$ cat src/rtl/dzcpu_useq_pkg.sv
// Shared codes for the dzcpu microcode sequencer: flow states, sequencing cmds,
// end-of-flow condition codes and the eof evaluation helper.
package dzcpu_useq_pkg;

  typedef enum logic [1:0] {
    DZSEQ_AFTER_RESET = 2'd0,
    DZSEQ_START_FLOW  = 2'd1,
    DZSEQ_RUN_FLOW    = 2'd2,
    DZSEQ_END_FLOW    = 2'd3
  } useq_state_e;

  // Sequencing cmds; every other cmd value is a datapath op that just advances uPC.
  localparam logic [3:0] CMD_NOP   = 4'h0;
  localparam logic [3:0] CMD_JCB   = 4'h1;
  localparam logic [3:0] CMD_UJMP  = 4'h2;
  localparam logic [3:0] CMD_UCALL = 4'h3;
  localparam logic [3:0] CMD_URET  = 4'h4;

  localparam logic [2:0] EOFC_NEVER  = 3'b000;
  localparam logic [2:0] EOFC_ALWAYS = 3'b100;
  localparam logic [2:0] EOFC_Z      = 3'b101;
  localparam logic [2:0] EOFC_NZ     = 3'b110;
  localparam logic [2:0] EOFC_C      = 3'b111;
  localparam logic [2:0] EOFC_NC     = 3'b001;

  localparam int FLAG_Z = 7;
  localparam int FLAG_C = 4;

  // uop layout above the operand: {ipc[1], eofc[3], cmd[4]}
  localparam int UOP_CTRL_W = 8;

  function automatic logic eofHit(input logic [2:0] eofc, input logic [7:0] flags);
    case (eofc)
      EOFC_ALWAYS: eofHit = 1'b1;
      EOFC_Z:      eofHit = flags[FLAG_Z];
      EOFC_NZ:     eofHit = !flags[FLAG_Z];
      EOFC_C:      eofHit = flags[FLAG_C];
      EOFC_NC:     eofHit = !flags[FLAG_C];
      default:     eofHit = 1'b0;
    endcase
  endfunction

endpackage

$ cat src/rtl/dzcpu_ustack.sv
// Micro-return LIFO: push is dropped when full, pop is ignored when empty;
// oTop is the most recent entry and is valid only when not empty.
module dzcpu_ustack #(
  parameter int WIDTH = 8,
  parameter int DEPTH = 4
) (
  input  logic             iClock,
  input  logic             iReset,
  input  logic             iClear,
  input  logic             iPush,
  input  logic             iPop,
  input  logic [WIDTH-1:0] iData,
  output logic [WIDTH-1:0] oTop,
  output logic             oFull,
  output logic             oEmpty
);

  localparam int CNT_W = $clog2(DEPTH + 1);
  localparam int IDX_W = (DEPTH > 1) ? $clog2(DEPTH) : 1;

  logic [WIDTH-1:0] mem [2**IDX_W];
  logic [CNT_W-1:0] count;
  logic [CNT_W-1:0] countDec;

  assign oFull    = (count == CNT_W'(DEPTH));
  assign oEmpty   = (count == '0);
  assign countDec = count - 1'b1;
  assign oTop     = mem[countDec[IDX_W-1:0]];

  always_ff @(posedge iClock) begin
    if (iReset || iClear) begin
      count <= '0;
    end else if (iPush && !oFull) begin
      count <= count + 1'b1;
    end else if (iPop && !oEmpty) begin
      count <= countDec;
    end
  end

  // Storage carries no reset; only the occupancy count defines validity.
  always_ff @(posedge iClock) begin
    if (iPush && !oFull && !iClear) begin
      mem[count[IDX_W-1:0]] <= iData;
    end
  end

endmodule

$ cat src/rtl/dzcpu_useq.sv
// dzcpu microcode sequencer: flow FSM and micro-PC. Define DZCPU_USEQ_STACK_EN
// to enable ucall/uret through dzcpu_ustack; otherwise both behave as NOP.
module dzcpu_useq
  import dzcpu_useq_pkg::*;
#(
  parameter int UPC_W       = 8,
  parameter int STACK_DEPTH = 4
) (
  input  logic                        iClock,
  input  logic                        iReset,
  input  logic [UOP_CTRL_W+UPC_W-1:0] iUop,
  input  logic [UPC_W-1:0]            iBasicIdx,
  input  logic [UPC_W-1:0]            iExtIdx,
  input  logic [7:0]                  iFlags,
  input  logic                        iStall,
  output logic [UPC_W-1:0]            oUpc,
  output logic                        oFlowEnable,
  output logic                        oIncPc,
  output logic [3:0]                  oCmd,
  output logic                        oFlowStart,
  output logic                        oUerr
);

  useq_state_e      stateReg, stateNext;
  logic [UPC_W-1:0] upcReg, upcNext, upcInc;
  logic             ipc;
  logic [2:0]       eofc;
  logic [3:0]       cmd;
  logic [UPC_W-1:0] operand;
  logic             flowEnable;
  logic             eof;

  assign {ipc, eofc, cmd, operand} = iUop;
  assign upcInc     = upcReg + 1'b1;
  assign flowEnable = (stateReg == DZSEQ_RUN_FLOW) && !iStall;
  assign eof        = eofHit(eofc, iFlags);

  assign oUpc        = upcReg;
  assign oFlowEnable = flowEnable;
  assign oIncPc      = ipc && flowEnable;
  assign oCmd        = flowEnable ? cmd : CMD_NOP;
  assign oFlowStart  = (stateReg == DZSEQ_START_FLOW);

`ifdef DZCPU_USEQ_STACK_EN
  logic             uerrReg, uerrNext;
  logic             stackPush, stackPop, stackClear, stackFull, stackEmpty;
  logic [UPC_W-1:0] stackTop;

  dzcpu_ustack #(
    .WIDTH (UPC_W),
    .DEPTH (STACK_DEPTH)
  ) uStack (
    .iClock (iClock),
    .iReset (iReset),
    .iClear (stackClear),
    .iPush  (stackPush),
    .iPop   (stackPop),
    .iData  (upcInc),
    .oTop   (stackTop),
    .oFull  (stackFull),
    .oEmpty (stackEmpty)
  );

  always_ff @(posedge iClock) begin
    if (iReset) uerrReg <= 1'b0;
    else        uerrReg <= uerrNext;
  end

  assign oUerr = uerrReg;
`else
  localparam int unusedStackDepth = STACK_DEPTH;
  assign oUerr = 1'b0;
`endif

  always_ff @(posedge iClock) begin
    if (iReset) begin
      stateReg <= DZSEQ_AFTER_RESET;
      upcReg   <= '0;
    end else begin
      stateReg <= stateNext;
      upcReg   <= upcNext;
    end
  end

  // A stall freezes state, uPC and stack in every state; eof is only looked at when enabled.
  always_comb begin
    stateNext = stateReg;
    upcNext   = upcReg;
`ifdef DZCPU_USEQ_STACK_EN
    uerrNext   = uerrReg;
    stackPush  = 1'b0;
    stackPop   = 1'b0;
    stackClear = 1'b0;
`endif
    if (!iStall) begin
      case (stateReg)
        DZSEQ_AFTER_RESET: stateNext = DZSEQ_START_FLOW;
        DZSEQ_START_FLOW: begin
          upcNext   = iBasicIdx;
          stateNext = DZSEQ_RUN_FLOW;
`ifdef DZCPU_USEQ_STACK_EN
          stackClear = 1'b1;
`endif
        end
        DZSEQ_RUN_FLOW: begin
          if (eof) begin
            stateNext = DZSEQ_END_FLOW;
          end else begin
            case (cmd)
              CMD_JCB:  upcNext = iExtIdx;
              CMD_UJMP: upcNext = operand;
`ifdef DZCPU_USEQ_STACK_EN
              CMD_UCALL: begin
                stackPush = 1'b1;
                upcNext   = operand;
                if (stackFull) uerrNext = 1'b1;
              end
              CMD_URET: begin
                if (stackEmpty) begin
                  upcNext  = '0;
                  uerrNext = 1'b1;
                end else begin
                  stackPop = 1'b1;
                  upcNext  = stackTop;
                end
              end
`endif
              default:  upcNext = upcInc;
            endcase
          end
        end
        default: stateNext = DZSEQ_START_FLOW;
      endcase
    end
  end

endmodule

$ cat config.mk
export PLATFORM = sky130hd
export DESIGN_NAME = dzcpu_useq
export DESIGN_NICKNAME = d
export VERILOG_FILES = /design/src/rtl/dzcpu_useq_pkg.sv /design/src/rtl/dzcpu_ustack.sv /design/src/rtl/dzcpu_useq.sv
export SDC_FILE = /design/constraint.sdc
export NUM_CORES = 1
export LEC_CHECK = 0
export ABC_AREA = 1
export CAP_MARGIN = 5
export CORE_MARGIN = 2
export CORE_UTILIZATION = 29
export DETAILED_ROUTE_END_ITERATION = 6
export HOLD_SLACK_MARGIN = 0.02
export SLEW_MARGIN = 20
export SYNTH_ARGS = -nofsm -noshare
export SYNTH_HDL_FRONTEND = slang
export SYNTH_HIERARCHICAL = 1
export SYNTH_SLANG_ARGS = --single-unit
$ cat constraint.sdc
create_clock -name iClock -period 1.9 [get_ports iClock]
set_input_delay 0.285 -clock iClock [delete_from_list [all_inputs] [get_ports iClock]]
set_output_delay 0.285 -clock iClock [all_outputs]
set_load 0.02 [all_outputs]
Word level (Yosys, flattened, before mapping)
Index checks and enable logic that the tools add are counted.
- word-level logic and storage cells: 30
- register bits after elaboration: 10
- bits of input ports: 43
- bitwise gates (word level): 1
- multiplexer cells: 7
- $add $sub $neg: 1
- reduce and logical (&&, ||, !) cells: 8
- equality and inequality tests: 11
- operators by type and width (operator ; number):
    $pmux W8 S2 ; 2
    $eq A3 B3 Y1 const B ; 4
    $add A8 B1 Y8 const B ; 1
    $mux W8 ; 1
    $pmux W1 S5 ; 1
    $eq A4 B1 Y1 const B ; 1
    $eq A4 B2 Y1 const B ; 1
    $mux W4 ; 1
    $ne A2 B2 Y1 const B ; 2
    $pmux W2 S2 ; 1
    $eq A3 B1 Y1 const B ; 1
    $logic_not A1 Y1 ; 3
    $reduce_and A3 Y1 ; 1
    $eq A2 B1 Y1 const B ; 1
    $eq A2 B2 Y1 const B ; 1
    $logic_and A1 B1 Y1 ; 2
    $mux W2 ; 1
    $reduce_and A2 Y1 ; 1
    $reduce_bool A2 Y1 ; 1
    $not A1 Y1 ; 1

Logic depth before layout (Yosys ltp)
Gate-level depths: netlist of the first run.
- depth in word-level cells: 4
- depth in mapped cells: 11

Worst setup path before layout of the first run
Ideal clock, no wire load.
- path kind: flip-flop to output port
- start: register stateReg[0]
- end: output port oCmd[0]
- required time: 1.615 ns
- path buffers: 0
- slack: 0.146 ns
- cell stages (with the launch flop): 7
- data arrival time: 1.469 ns
- path through: dfxtp_1 -> inv_1 -> ha_1 -> inv_1 -> nor2_1 -> inv_1 -> nor2_1
- longest elaborated chain between the ends: 3
- ends and longest elaborated chain (element ; line ; RTL):
    from (decl) ; dzcpu_useq.sv:24 ; useq_state_e stateReg, stateNext;
    from (signal assigned) ; dzcpu_useq.sv:80 ; stateReg <= stateNext;
    $eq A2 B2 Y1 ; dzcpu_useq.sv:35 ; assign flowEnable = (stateReg == DZSEQ_RUN_FLOW) && !iStall;
    $logic_and A1 B1 Y1 ; dzcpu_useq.sv:35 ;
    named net oFlowEnable ; dzcpu_useq.sv:17 ; output logic oFlowEnable,
    $mux W4 ; dzcpu_useq.sv:41 ; assign oCmd = flowEnable ? cmd : CMD_NOP;
    to (decl) ; dzcpu_useq.sv:19 ; output logic [3:0] oCmd,
The timed path passes the listed nets, and every way through them passes these cells.

Worst setup path in the final report of the first run
- start: register stateReg[0]
- end: output port oFlowStart
- longest elaborated chain between the ends: 1
- ends and longest elaborated chain (element ; line ; RTL):
    $eq A2 B1 Y1 ; dzcpu_useq.sv:42 ; assign oFlowStart = (stateReg == DZSEQ_START_FLOW);
    to (decl) ; dzcpu_useq.sv:20 ; output logic oFlowStart,
No other way between the ends.

==> impl_metrics.tcl, run 1 <==
set metrics [dict create \
    critPathMaxFanout 2 \
    start_util_pct 30.3 \
    path_class "reg2out" \
    rows 21 \
    post_drt_via_cell_ratio 4.32 \
    core_area_um2 3340 \
    fin_crit_ns 1.75 \
    min_period_over_period_pct 92.3 \
    grt_pass1_vias 1133 \
    cts_tree "done" \
    ios 59 \
    final-setup-viol-count 0 \
    cts_hold_buf 0 \
    path_buf_inv 2 \
    dieArea_um2 3980 \
    synth_top_cell_by_area "nand2_1" \
    gr-total-overflow 0 \
    setup_ws_ns 0.146 \
    synth.top_cells.by_area "nand2_1, dfxtp_1, nor2_1" \
    grt_pass1_wl_um 4730 \
    antennaDiodeCount 0 \
    port-buffer-count 51 \
    num_vias 1223 \
    total_power_mw 0.708 \
    holdWs_ns 0.481 \
    ant_nets 0 \
    die_y_um 63.1 \
    syn-cell-area_um2 1010 \
    synth_edf_count 0 \
    drtIter0Drc 53 \
    critPathTopFamily "buffers and inverters" \
    fin_setup_tns_ns 0 \
    postSynthCellCount 179 \
    synthFlopType "dfxtp_1" \
    clock_latency_ns 0.26 \
    final_core_util_pct 48.2 \
    drt_wl_total_um 2820 \
    synthDistinctLibCells 27 \
    drc 0 \
    fin_skew_ns 0.00306 \
    nNetsFinal 286 \
    startpoint_type "flop" \
    dr.pass1.iters 4 \
    final_area_um2 1610 \
    drive_gt1_share_pct 12.2 \
    dpl-instance-area_um2 1610 \
    dpl.hpwl_um 2410 \
    final_cells 283 \
    syn_nets 226 \
    clk_path_buf_depth 2 \
    synth_commonest_cells "nand2_1, nor2_1, inv_1, nand3_1, dfxtp_1" \
    rsz0062_at_grt "false" \
    worst_setup_path_end_kind "output port" \
    gr-usage-all-layers_pct 14.4 \
    synth.most_common_cell "nand2_1" \
    die_w_um 63.1 \
    cts-root-buf "clkbuf_4" \
    hold_class "reg2reg" \
    worstPathRequired_ns 1.62 \
    dp.cells 280 \
    ys_ff_latch 10 \
    avgSynthCellArea_um2 5.65 \
    drv_slew 0 \
    antenna_found_initial 0 \
    yosys_warnings 6 \
    grt_max_degree 17 \
    post_cts_buffers 0 \
    yosys.area.top_type_share_pct 21.9 \
    cpPeakStageDelay_ns 0.61 \
    h-tree-depth 1 \
    fmax_mhz 570 \
    hold_violations 0 \
    outcome "complete, no violations" \
    gp_congestion 0.784 \
    area_delta_synth_final_pct 59.0 \
    post_drt_wl_per_cell_um 9.98 \
    clk_pin_slew_ns 0.06 \
    peakVddDrop_mv 0.429 \
    cp_cell_sequence "buf_4 -> ha_1 -> clkdlybuf4s50_1" \
    leakage_nw 0.728 \
    crit_slowest_cell "clkdlybuf4s50_1" \
    cap_violations 0 \
    cts_sinks 10 \
    ys_seq_area_share_pct 19.8 \
    cts-buffers-inserted 3 \
    async_flop_share_pct 0 \
    cp.arrival_ns 1.47 \
    power_density_nw_per_um2 440 \
    place_ws_ns -0.0926 \
]
[tightest hold or removal path, cell delays in order, from the launching register on]
cell and delay, ns:
dfxtp_1 0.31, inv_1 0.07, a21oi_1 0.06
[logic make-up after synthesis]
| logic type | synth area share (%) |
|---|---|
| simple gates | 52.8 |
| buf+inv | 10.1 |
| compound gates | 9.39 |
| flops | 19.8 |
| fa+ha+maj | 4.94 |
| xor+xnor | 2.60 |
| other cells | 0.370 |
[final cells by class]
type | count | area (µm²)
Sequential cell | 10 | 200
Inverter | 24 | 90.1
Fill cell | 392 | 1730
Timing Repair Buffer | 57 | 529
Clock buffer | 3 | 22.5
Tap cell | 46 | 57.6
Multi-Input combinational cell | 143 | 709
[sequential cells by signal, indices dropped and copies added, names as in the netlist]
signal / count
stateReg: 2
oUpc: 8
[per-layer routing]
| layer | track usage, % | wire, µm | vias up |
|---|---|---|---|
| met5 | 0 | 0 | - |
| met3 | 4.46 | 184 | 0 |
| met1 | 17.4 | 1240 | 520 |
| li1 | - | - | 668 |
| met2 | 26.5 | 1400 | 35 |
| met4 | 0 | 0 | 0 |
[what timing repair did]
item | CTS | global route
gates resized for setup | 6 | 10
hold endpoints to repair | 0 | 0
setup endpoints to repair | 6 | 5
[worst paths after layout]
kind         depth (start not counted)           to         from  slack [ns]
min reg2reg                          2  stateReg[0]  stateReg[0]        0.48
max                                  3   oFlowStart  stateReg[0]        0.15
max reg2reg                          8      oUpc[6]  stateReg[0]        0.28
min                                  2  stateReg[0]  stateReg[0]        0.48
[placed cells by master, fill, tap and decap left out, drive strengths merged]
master          n
ha              4
xor2            1
dlygate4sd2     1
nor3            2
nand3          12
o21bai          2
a21oi           9
or2             5
inv            23
clkbuf          8
xnor2           2
nor2           34
clkinv          1
nand4           5
nand2          62
conb            1
clkdlybuf4s50  45
dfxtp          10
buf             6
o21ai           4
[where the power goes]
part	internal [mW]	total (mW)	switching (mW)
registers	0.227	0.246	0.0190
clock network	0.0729	0.139	0.0659
logic	0.166	0.323	0.156
No activity file was read; power rests on OpenSTA's default activity.
==> run 2: changes to the inputs <==
--- a/config.mk
+++ b/config.mk
@@ -11,6 +11,7 @@
 export CORE_UTILIZATION = 29
 export DETAILED_ROUTE_END_ITERATION = 6
 export HOLD_SLACK_MARGIN = 0.02
+export PLACE_DENSITY = 0.63
 export SLEW_MARGIN = 20
 export SYNTH_ARGS = -nofsm -noshare
 export SYNTH_HDL_FRONTEND = slang
==> run 2 against run 1 <==
Net effect:
- clock-buffer cell count unchanged
- clock skew is 0.0049 ns higher
- hold slack lost 0.0034 ns
- sequential share of layout area is essentially flat
- die area stayed put
- clock power grew 5%
- critical path type unchanged
- highest routed layer is now met4
==> impl_metrics.tcl, run 2 (synthesis gave the netlist of run 1 again) <==
set metrics [dict create \
    outcome "complete, no violations" \
    h-tree-depth 1 \
    leakage_nw 0.727 \
    switching_power_mw 0.248 \
    dpl.hpwl_um 2340 \
    nNetsFinal 286 \
    final_cell_mix "nand2_1, clkdlybuf4s50_1, nor2_1" \
    power_frac_clock_pct 20.5 \
    cts_tree "done" \
    rows 21 \
    core_area_um2 3340 \
    clock_latency_ns 0.27 \
    dr.pass1.iters 4 \
    holdWs_ns 0.478 \
    rsz0062_at_grt "false" \
    drc 0 \
    die_y_um 63.1 \
    clk_pin_slew_ns 0.06 \
    seqPwrFrac_pct 34.4 \
    post_drt_wl_per_cell_um 9.70 \
    final_core_util_pct 48.3 \
    cap_violations 0 \
    grt_pass1_wl_um 4760 \
    combPwrFrac_pct 45.1 \
    cts_sinks 10 \
    gr-usage-all-layers_pct 14.6 \
    start_util_pct 30.3 \
    startpoint_type "flop" \
    cts_hold_buf 0 \
    clk_path_buf_depth 2 \
    drt_wl_total_um 2750 \
    area_delta_synth_final_pct 59.2 \
    min_period_over_period_pct 92.1 \
    antenna_found_initial 0 \
    hold_violations 0 \
    ios 59 \
    fin_crit_ns 1.75 \
    grt_max_degree 17 \
    final_area_um2 1610 \
    num_vias 1209 \
    final_common_cell "nand2_1" \
    drive_gt1_share_pct 12.7 \
    cts-buffers-inserted 3 \
    dpl-instance-area_um2 1610 \
    hold_class "reg2reg" \
    die_w_um 63.1 \
    drtIter0Drc 40 \
    antennaDiodeCount 0 \
    critPathMaxFanout 2 \
    peakVddDrop_mv 0.381 \
    fin_skew_ns 0.00797 \
    p_int_mw 0.467 \
    power_density_nw_per_um2 443 \
    drv_slew 0 \
    largest_register_ff_count 8 \
    worst_setup_path_end_kind "output port" \
    cp.arrival_ns 1.46 \
    final-setup-viol-count 0 \
    dieArea_um2 3980 \
    total_power_mw 0.715 \
    gp_congestion 0.810 \
    gr-total-overflow 0 \
    post_cts_buffers 0 \
    worstPathRequired_ns 1.62 \
    ant_nets 0 \
    swShare_pct 34.7 \
    grt_pass1_vias 1122 \
    path_class "reg2out" \
    fmax_mhz 571 \
    post_drt_via_cell_ratio 4.27 \
    cts-root-buf "clkbuf_4" \
    port-buffer-count 51 \
]
-- run 2: power groups by stage --
stage	combinational, mW	sequential [mW]	clock, mW
floorplan	0.157	0.263	0
global placement	0.327	0.251	0
detailed placement	0.329	0.251	0
CTS	0.328	0.246	0.152
global route	0.363	0.249	0.162
finish	0.323	0.246	0.146
-- run 2: path summary, 6_finish.rpt --
path	startpoint	endpoint	slack, ns	cells after the start
max reg2reg	stateReg[0]	oUpc[6]	0.32	8
max	stateReg[0]	oFlowStart	0.15	3
min	stateReg[0]	stateReg[0]	0.48	2
min reg2reg	stateReg[0]	stateReg[0]	0.48	2
-- run 2: final cells by class --
type	count	area, µm²
clock buffer	3	22.5
fill	379	1730
inverter	24	90.1
multi-input combinational	143	712
sequential	10	200
tap	46	57.6
timing repair buffer	57	529
-- run 2: repair_timing --
action / in CTS / in global routing
endpoints found under the hold margin: 0 / 0
endpoints found under the setup margin: 6 / 5
resized for setup: 6 / 11
-- run 2: stage by stage --
step	worst slack, ns	setup TNS (ns)	cells
2_1_floorplan	0.146	0	179
3_3_place_gp	-0.0639	-0.309	280
3_5_place_dp	-0.105	-0.488	280
4_1_cts	0.0153	0	283
5_1_grt	0.0361	0	283
6_report	0.150	0	283
-- run 2: worst max-delay path: stages, from the launching register on --
cell and delay, ns:
dfxtp_1 0.33, buf_4 0.11, ha_1 0.16, clkdlybuf4s50_1 0.61
-- run 2: layer usage --
layer	routed length [µm]	up-vias	track usage (%)
met3	156	3	4.29
met1	1330	502	18.9
met4	10	0	1.67
met5	0	-	0
met2	1250	30	24.6
li1	-	674	-
==> run 3: changes to the inputs <==
--- a/config.mk
+++ b/config.mk
@@ -7,11 +7,13 @@
 export LEC_CHECK = 0
 export ABC_AREA = 1
 export CAP_MARGIN = 5
+export CELL_PAD_IN_SITES_DETAIL_PLACEMENT = 2
+export CELL_PAD_IN_SITES_GLOBAL_PLACEMENT = 2
 export CORE_MARGIN = 2
-export CORE_UTILIZATION = 29
+export CORE_UTILIZATION = 18
 export DETAILED_ROUTE_END_ITERATION = 6
 export HOLD_SLACK_MARGIN = 0.02
-export PLACE_DENSITY = 0.63
+export PLACE_DENSITY = 0.82
 export SLEW_MARGIN = 20
 export SYNTH_ARGS = -nofsm -noshare
 export SYNTH_HDL_FRONTEND = slang
==> constraint.sdc (replaced) <==
create_clock -name iClock -period 2.1 [get_ports iClock]
set_input_delay 0.315 -clock iClock [delete_from_list [all_inputs] [get_ports iClock]]
set_output_delay 0.315 -clock iClock [all_outputs]
set_load 0.02 [all_outputs]
==> run 3 against run 2 <==
Net effect:
- first-iteration DRC count is 20% lower
- clock-buffer cell count stayed put
- critical path depth rose by 4
- global-route usage fell by 1.4 points
- clock skew decreased by 0.0019 ns
- routed wire length up 45%
- worst setup slack better by 0.0020 ns
- utilization shrank 18 points
- total power grew 2.6%
- highest routed layer is now met3
- sequential cell count stayed put
==> impl_metrics.tcl, run 3 (synthesis gave the netlist of run 1 again) <==
set metrics [dict create \
    outcome "complete, no violations" \
    power_density_nw_per_um2 437 \
    drc 0 \
    gr-total-overflow 0 \
    cpPeakStageDelay_ns 0.35 \
    fin_skew_ns 0.00608 \
    cap_violations 0 \
    dpl.hpwl_um 3410 \
    critPathMaxFanout 5 \
    power_frac_clock_pct 28.2 \
    critPathCapture "oCmd[2]" \
    drv_slew 0 \
    worst-r2r-cell-count 8 \
    worstReg2RegStart "stateReg[0]" \
    die_y_um 79.0 \
    area_delta_synth_final_pct 65.9 \
    startpoint_type "flop" \
    cp.depth 7 \
    largest_register_ff_count 8 \
    rr_endpoint "oUpc[7]" \
    final-setup-viol-count 0 \
    critPathTopFamily "buffers and inverters" \
    die_w_um 79.0 \
    drtIter0Drc 32 \
    cp_cell_sequence "inv_1 -> ha_1 -> inv_1 -> nor2_1 -> inv_1 -> nor2_1 -> dlygate4sd2_1" \
    final_cells 309 \
    gp_congestion 0.781 \
    final_cell_mix "nand2_1, clkdlybuf4s50_1, nor2_1" \
    n_fill_cell 723 \
    num_vias 1290 \
    antennaDiodeCount 0 \
    dpl-instance-area_um2 1650 \
    drt_wl_total_um 3980 \
    rows 27 \
    swShare_pct 34.2 \
    combPwrFrac_pct 41.1 \
    min-delay-start "stateReg[1]" \
    cts_tree "done" \
    antenna_found_initial 0 \
    h-tree-depth 1 \
    nNetsFinal 286 \
    clk_pin_slew_ns 0.05 \
    post_drt_wl_per_cell_um 12.9 \
    crit_top_cell "inv_1" \
    post_drt_via_cell_ratio 4.17 \
    worst_setup_path_end_kind "output port" \
    grt_pass1_wl_um 6510 \
    hold_class "reg2reg" \
    worstPathRequired_ns 1.78 \
    holdWs_ns 0.523 \
    clk_path_buf_depth 2 \
    start_util_pct 18.5 \
    clock_latency_ns 0.24 \
    crit_slowest_cell "dlygate4sd2_1" \
    cts-root-buf "clkbuf_8" \
    path_class "reg2out" \
    grt_pass1_vias 1355 \
    multi_input_area_um2 709 \
    seq_area_um2 200 \
    fmax_mhz 513 \
    cp.arrival_ns 1.63 \
    r2r_setup_slack_ns 0.43 \
    fin_crit_ns 1.95 \
    dr.pass1.iters 3 \
    grt_max_degree 17 \
    cts_sinks 10 \
    drive_gt1_share_pct 10.1 \
    peakVddDrop_mv 0.197 \
    ios 59 \
    ant_nets 0 \
    port-buffer-count 51 \
    switching_power_mw 0.251 \
    min_period_over_period_pct 92.8 \
    leakage_nw 0.753 \
    core_area_um2 5470 \
    final_core_util_pct 30.7 \
    dp.cells 306 \
    post_cts_buffers 0 \
    seqPwrFrac_pct 30.7 \
    final_area_um2 1680 \
    fin_setup_tns_ns 0 \
    final_common_cell "nand2_1" \
    cts_hold_buf 0 \
    gr-usage-all-layers_pct 13.1 \
    dieArea_um2 6240 \
    cts-buffers-inserted 3 \
    crit_start "stateReg[0]" \
    path_buf_inv 4 \
    rsz0062_at_grt "false" \
    hold_violations 0 \
    p_int_mw 0.483 \
]
==> run 3: cell types whose count changed in the layout (fill, tap and decap cells not counted), sizes merged <==
cell         before  now
clkbuf            8    3
dlygate4sd2       1    6
==> run 3: how the worst min path moves through the flow <==
stage	endpoint	cells after the start
floorplan	oUpc[2]	1
global placement	stateReg[0]	2
detailed placement	stateReg[1]	2
CTS	stateReg[1]	2
global route	stateReg[0]	2
finish	stateReg[1]	2
==> run 3: power groups by stage <==
stage	sequential, mW	clock [mW]	combinational, mW
floorplan	0.238	0	0.142
global placement	0.228	0	0.301
detailed placement	0.230	0	0.311
CTS	0.226	0.211	0.310
global route	0.229	0.228	0.338
finish	0.225	0.207	0.301
==> run 3: layout make-up <==
cell class	instances	share of cell area, %
clock buffer	3	2.46
timing repair buffer	57	32.6
sequential	10	11.9
inverter	24	5.37
tap	72	5.37
multi-input combinational	143	42.3
==> run 3: per-layer routing <==
| metal | track usage, % | up-vias | part of all wire (%) |
|---|---|---|---|
| li1 | - | 669 | - |
| met1 | 16.3 | 594 | 45 |
| met2 | 24.7 | 27 | 52 |
| met3 | 2.39 | 0 | 3.3 |
| met4 | 0.517 | 0 | 0 |
| met5 | 0 | - | 0 |
==> run 3: what timing repair did <==
item                                    4_1_cts  5_1_grt
endpoints found under the hold margin         0        0
gates resized for setup                       6        0
endpoints found under the setup margin        6        0
==> run 3: tightest hold or removal path: cells and delay by family (launching register included) <==
| family | cells | cell delay [ns] |
|---|---|---|
| AOI/OAI and AO/OA | 1 | 0.07 |
| buffers and inverters | 1 | 0.10 |
| DFF | 1 | 0.31 |
==> run 3: per-stage QoR <==
stage | total power [mW] | setup WS (ns)
2_1_floorplan | 0.380 | 0.316
5_1_grt | 0.794 | 0.00859
3_3_place_gp | 0.530 | 0.0114
6_report | 0.733 | 0.152
3_5_place_dp | 0.541 | -0.0142
4_1_cts | 0.747 | 0.104
